===== src/rtl/uart_rx_mailbox.sv =====
// uart_rx_mailbox
//   8N1 UART receiver with a single-entry mailbox. The serial line is
//   synchronized, each frame is deserialized LSB first, and a correctly
//   framed byte is latched into Data_rx with a ready flag. Sticky flags
//   report a low stop bit and a byte that replaced an unread byte.
//
// Ports
//   clk          system clock (single domain)
//   reset        synchronous, active-high
//   Rx           asynchronous serial line, idle high
//   Rx_ack       one-cycle pulse; releases the mailbox and clears flags
//   Data_rx      last correctly framed byte
//   Rx_ready     mailbox holds an unread byte
//   Frame_error  sticky; a stop bit was sampled low
//   Overrun      sticky; a new byte replaced an unread byte
//   Busy         receiver is in any state other than IDLE
//
// State table
//   state   | meaning
//   IDLE    | line idle, waiting for a falling edge on rx_s
//   START   | timing to the middle of the start bit, glitch check
//   DATA    | sampling data bits one bit period apart
//   STOP    | sampling the stop bit, mailbox update
//   BREAK   | stop bit was low; wait for the line to return high
//
// CLKS_PER_BIT must be at least 4 for the half-bit start check to work.

module uart_rx_mailbox #(
  parameter int REFERENCE_CLOCK = 50_000_000,
  parameter int BAUD_RATE       = 115_200,
  parameter int WORD_LENGTH     = 8
) (
  input  logic                   clk,
  input  logic                   reset,
  input  logic                   Rx,
  input  logic                   Rx_ack,
  output logic [WORD_LENGTH-1:0] Data_rx,
  output logic                   Rx_ready,
  output logic                   Frame_error,
  output logic                   Overrun,
  output logic                   Busy
);

  localparam int CLKS_PER_BIT = REFERENCE_CLOCK / BAUD_RATE;
  localparam int CW = (CLKS_PER_BIT > 1) ? $clog2(CLKS_PER_BIT) : 1;
  localparam int BW = (WORD_LENGTH > 1) ? $clog2(WORD_LENGTH) : 1;

  localparam logic [CW-1:0] CNT_HALF = CW'(CLKS_PER_BIT / 2 - 1);
  localparam logic [CW-1:0] CNT_LAST = CW'(CLKS_PER_BIT - 1);
  localparam logic [BW-1:0] IDX_LAST = BW'(WORD_LENGTH - 1);

  typedef enum logic [2:0] {
    S_IDLE,
    S_START,
    S_DATA,
    S_STOP,
    S_BREAK
  } state_t;

  state_t                 state_q, state_d;
  logic                   rx_meta_q, rx_s_q;
  logic [CW-1:0]          cnt_q, cnt_d;
  logic [BW-1:0]          idx_q, idx_d;
  logic [WORD_LENGTH-1:0] shift_q, shift_d;
  logic [WORD_LENGTH-1:0] data_q, data_d;
  logic                   ready_q, ready_d;
  logic                   fe_q, fe_d;
  logic                   ov_q, ov_d;
  logic                   busy_q, busy_d;

  always_ff @(posedge clk) begin
    if (reset) begin
      rx_meta_q <= 1'b1;
      rx_s_q    <= 1'b1;
      state_q   <= S_IDLE;
      cnt_q     <= '0;
      idx_q     <= '0;
      shift_q   <= '0;
      data_q    <= '0;
      ready_q   <= 1'b0;
      fe_q      <= 1'b0;
      ov_q      <= 1'b0;
      busy_q    <= 1'b0;
    end else begin
      rx_meta_q <= Rx;
      rx_s_q    <= rx_meta_q;
      state_q   <= state_d;
      cnt_q     <= cnt_d;
      idx_q     <= idx_d;
      shift_q   <= shift_d;
      data_q    <= data_d;
      ready_q   <= ready_d;
      fe_q      <= fe_d;
      ov_q      <= ov_d;
      busy_q    <= busy_d;
    end
  end

  always_comb begin
    state_d = state_q;
    cnt_d   = cnt_q;
    idx_d   = idx_q;
    shift_d = shift_q;
    data_d  = data_q;
    ready_d = ready_q;
    fe_d    = fe_q;
    ov_d    = ov_q;

    // Ack clears the mailbox; a completing frame below overrides this.
    if (Rx_ack) begin
      ready_d = 1'b0;
      fe_d    = 1'b0;
      ov_d    = 1'b0;
    end

    unique case (state_q)
      S_IDLE: begin
        cnt_d = '0;
        if (!rx_s_q) state_d = S_START;
      end

      S_START: begin
        if (cnt_q == CNT_HALF) begin
          cnt_d   = '0;
          idx_d   = '0;
          // Line back high at mid start bit: treat as a glitch.
          state_d = rx_s_q ? S_IDLE : S_DATA;
        end else begin
          cnt_d = cnt_q + 1'b1;
        end
      end

      S_DATA: begin
        if (cnt_q == CNT_LAST) begin
          cnt_d   = '0;
          shift_d = {rx_s_q, shift_q[WORD_LENGTH-1:1]};
          if (idx_q == IDX_LAST) state_d = S_STOP;
          else                   idx_d   = idx_q + 1'b1;
        end else begin
          cnt_d = cnt_q + 1'b1;
        end
      end

      S_STOP: begin
        if (cnt_q == CNT_LAST) begin
          cnt_d = '0;
          if (rx_s_q) begin
            data_d  = shift_q;
            ready_d = 1'b1;
            // Unread byte replaced unless it is acked on this same edge.
            if (ready_q) ov_d = ov_q | ~Rx_ack;
            state_d = S_IDLE;
          end else begin
            fe_d    = 1'b1;
            state_d = S_BREAK;
          end
        end else begin
          cnt_d = cnt_q + 1'b1;
        end
      end

      S_BREAK: begin
        cnt_d = '0;
        if (rx_s_q) state_d = S_IDLE;
      end

      default: begin
        cnt_d   = '0;
        state_d = S_IDLE;
      end
    endcase

    busy_d = (state_d != S_IDLE);
  end

  assign Data_rx     = data_q;
  assign Rx_ready    = ready_q;
  assign Frame_error = fe_q;
  assign Overrun     = ov_q;
  assign Busy        = busy_q;

endmodule


===== config.mk =====
export PLATFORM = sky130hd
export DESIGN_NAME = uart_rx_mailbox
export DESIGN_NICKNAME = d
export VERILOG_FILES = /design/src/rtl/uart_rx_mailbox.sv
export SDC_FILE = /design/constraint.sdc
export NUM_CORES = 1
export LEC_CHECK = 0
export CORE_UTILIZATION = 50
export CTS_BUF_LIST = sky130_fd_sc_hd__clkbuf_8
export DETAILED_ROUTE_END_ITERATION = 10
export HOLD_SLACK_MARGIN = 0.06
export PLACE_DENSITY = 0.8
export SETUP_SLACK_MARGIN = 0.4
export SLEW_MARGIN = 20
export SYNTH_ARGS = -nofsm -noshare
export SYNTH_HDL_FRONTEND = slang
export SYNTH_SLANG_ARGS = --single-unit

===== constraint.sdc =====
create_clock -name clk -period 2.11 [get_ports clk]
set_input_delay 0.422 -clock clk [delete_from_list [all_inputs] [get_ports clk]]
set_output_delay 0.422 -clock clk [all_outputs]
set_load 0.005 [all_outputs]

==> results.yml <==
cells_and_area:
  design.final.nets: 196
  flow.area_growth_from_synthesis_pct: 17.90
  layout.cells.most_common_list: "34 x dfxtp_1, 29 x nor2_1, 16 x mux2i_1"
  final_core_util: 0.6262
  layout-drive-gt1-share: 0.1543
  antennaDiodeCount: 0
  mostFrequentLayoutCell: "dfxtp_1"
floorplanning:
  core_um2: 3053
  die_width_um: 58.95
  ioPinCount: 16
  die_area_um2: 3475
  initial_utilization: 0.5311
  die_height_um: 58.95
  rows: 20
yosys:
  yosys_warnings: 0
  synth_compound_area_frac: 0.06327
  postSynthNetCount: 177
  synth_largest_type_area_fraction: 0.4568
  synth_edf_count: 0
  synth_simple_gate_area_share: 0.2546
  post_synth_fa_ha_maj_area_fraction: 0.03858
  synth_xor_xnor_area_share: 0.03781
  largest_family_of_logic_cells_by_synthesized_area: "simple AND/OR/NAND/NOR gates"
  dominantRegCellSynth: "dfxtp_1"
  syn-instance-count: 168
  postSynth.asyncResetShare: 0
  synth_area_leader_cell: "dfxtp_1"
  mappedNetlistArea_um2: 1622
  yosysUniqueCellTypes: 37
  synth-seq-area-share: 0.4568
  post_synth_main_area_contributors: "dfxtp_1 46%, mux2i_1 9.9%, nor2_1 6.7%, ha_1 3.9%, xor2_1 2.2%"
  ys_seq_elements: 37
  muxShareOfSynthArea: 0.09877
  syn_avg_cell_area_um2: 9.652
detailed_routing:
  vias_per_cell: 5.297
  wl_per_cell_um: 13.69
  drt_iter0_markers: 49
  route.final.wire_length_um: 3177
  vias: 1229
  route.detailed.drc: 0
  route.antenna.remaining_nets: 0
  dr.pass1.iters: 4
global_route:
  number_of_antenna_violations_at_the_first_check_in_global_routing: 0
  globalRouteOverflowTotal: 0
  gr-max-usage-layer: "met2"
  grt_util_met2: 0.3458
  global_route.usage.total: 0.2096
  grt_use_met1: 0.2500
  global_route.usage.met3: 0.05275
  first_global_vias: 1218
  grt_pass1_wl_um: 5347
  grt_max_degree: 22
sta:
  rsz0062_at_grt: "true"
  period_share: 0.7802
  worst_slew_margin_rel: 0.7348
  timing.final.crit_period_ns: 1.646
  final.setup_skew_ns: 0.008414
  max_clk_rate_mhz: 607.5
  setup_violations: 0
  max_slew.worst_pin.slew_ns: 0.3978
  timing.setup.tns_ns: 0
  timing.final.hold_violations: 0
  slew_violations: 0
critical_path:
  crit-reg2reg-launch: "cnt_q[0]"
  setup.worst_path.end: "Busy"
  r2r_setup_slack_ns: 0.46
  worst_ep_arrival_time_ns: 1.82
  crit_start: "cnt_q[0]"
  worstPathCellList: "inv_1, ha_1, nor4b_4, a31o_2, and3_4, or3b_1"
  critical_path.max_stage_delay_ns: 0.38
  number_of_cells_on_the_critical_path: 6
  worstRegToRegCells: 6
  worst_r2r_endpoint: "Busy"
  timing.critical_path.buf_inv: 1
  critical_path.startpoint_type: "register"
  path_delay_family: "simple AND/OR/NAND/NOR gates"
  critPathRequiredTime_ns: 2.28
  worstPathMaxFanout: 5
  end_kind: "register"
  slowest_stage: "dfxtp_2"
  critical_path_class: "register to register"
clock_tree:
  cts.sink_count: 37
  clock_latency_ns: 0.29
  cts-root-to-sink-buffers: 2
  cts_inserted_buffers: 5
  tritoncts: "yes"
  clockRootBuffer: "clkbuf_8"
  cts-htree-levels: 2
  clkTransAtPathRegs_ns: 0.08
placement:
  hpwl_um: 2234
  gp_congestion: 0.8111
  count_of_port_buffers_added_during_placement: 15
worst_hold_path:
  worst_hold_path_type: "register to register"
run:
  maxCapViolCount: 0
pwr:
  power.ir.vdd_worst_uv: 492.9
  pwr_density_cell_nw_per_um2: 637.6
  leakage_nw: 0.7246
status:
  result_of_the_run: "finished, final reports clean"
[synthesized netlist by cell type (4+ instances only)]
cell type and number:
nor2b_1 4, mux2i_1 16, a21oi_1 5, inv_1 7, xor2_1 4, nor2_1 29, nand3_1 6, dfxtp_1 37
nand2_1 7, ha_1 5
[registers in the layout, summed over array words and instances (netlist names)]
register	count
rx_meta_q	1
idx_q	3
Data_rx	8
cnt_q	9
shift_q	8
Frame_error	1
state_q	3
Rx_ready	1
rx_s_q	1
Busy	1
Overrun	1
[routing by layer]
layer  wire (um)  part of all wire
met5           0                 0
met4          63             0.020
met3         146             0.046
met2        1550              0.49
met1        1417              0.45
[how the worst min path moves through the flow]
stage | startpoint | endpoint | depth (start not counted)
after floorplan | rx_meta_q | rx_s_q | 1
after CTS | rx_meta_q | rx_s_q | 1
after detailed placement | rx_meta_q | rx_s_q | 1
after global routing | rx_meta_q | rx_s_q | 1
after global placement | rx_meta_q | rx_s_q | 1
final | rx_meta_q | rx_s_q | 1
[cell type report]
cell class / instances / area, um^2
well taps: 44 / 55.05
clock inverters: 3 / 17.52
inverters: 7 / 26.28
clock buffers: 5 / 68.82
fillers: 255 / 1141
flip-flops and latches: 37 / 744.5
repair buffers: 21 / 192.7
multi-input cells: 115 / 807.0
[worst reg2reg max path, cell delays in order, from the launching register on]
cell     delay (ns)
dfxtp_2        0.38
inv_1          0.06
ha_1           0.18
nor4b_4        0.14
a31o_2         0.24
and3_4         0.17
or3b_1         0.35
[through the flow]
stage / worst slack, ns / hold slack, ns / cells / power [mW] / area [um^2]
global placement: 0.3675 / 0.3936 / 221 / 0.7557 / 1794
CTS: 0.4144 / 0.4205 / 230 / 1.232 / 1888
detailed placement: 0.2596 / 0.4017 / 221 / 0.7571 / 1794
finish: 0.4639 / 0.4169 / 232 / 1.219 / 1912
floorplan: 0.5140 / 0.3895 / 168 / 0.7436 / 1622
global route: 0.3616 / 0.4390 / 232 / 1.261 / 1912
[logic make-up after synthesis]
family | after synthesis
simple gates | 72
flops | 37
xor+xnor | 7
mux | 16
fa+ha+maj | 5
compound gates | 15
buf+inv | 16
[report_power, final]
group          internal (mW)  switching [mW]
Combinational         0.0166          0.0177
Clock                  0.228           0.250
Sequential             0.702         0.00497
Total                  0.947           0.272
[what timing repair did]
item / CTS / global route
setup endpoints to repair: 8 / 21
hold buffers: 0 / 0
pin swaps: 1 / 3
hold endpoints to repair: 0 / 0
gates resized for setup: 0 / 8
gates cloned: 0 / 1
buffers inserted: 1 / 1
(Power assumes the default switching activity.)
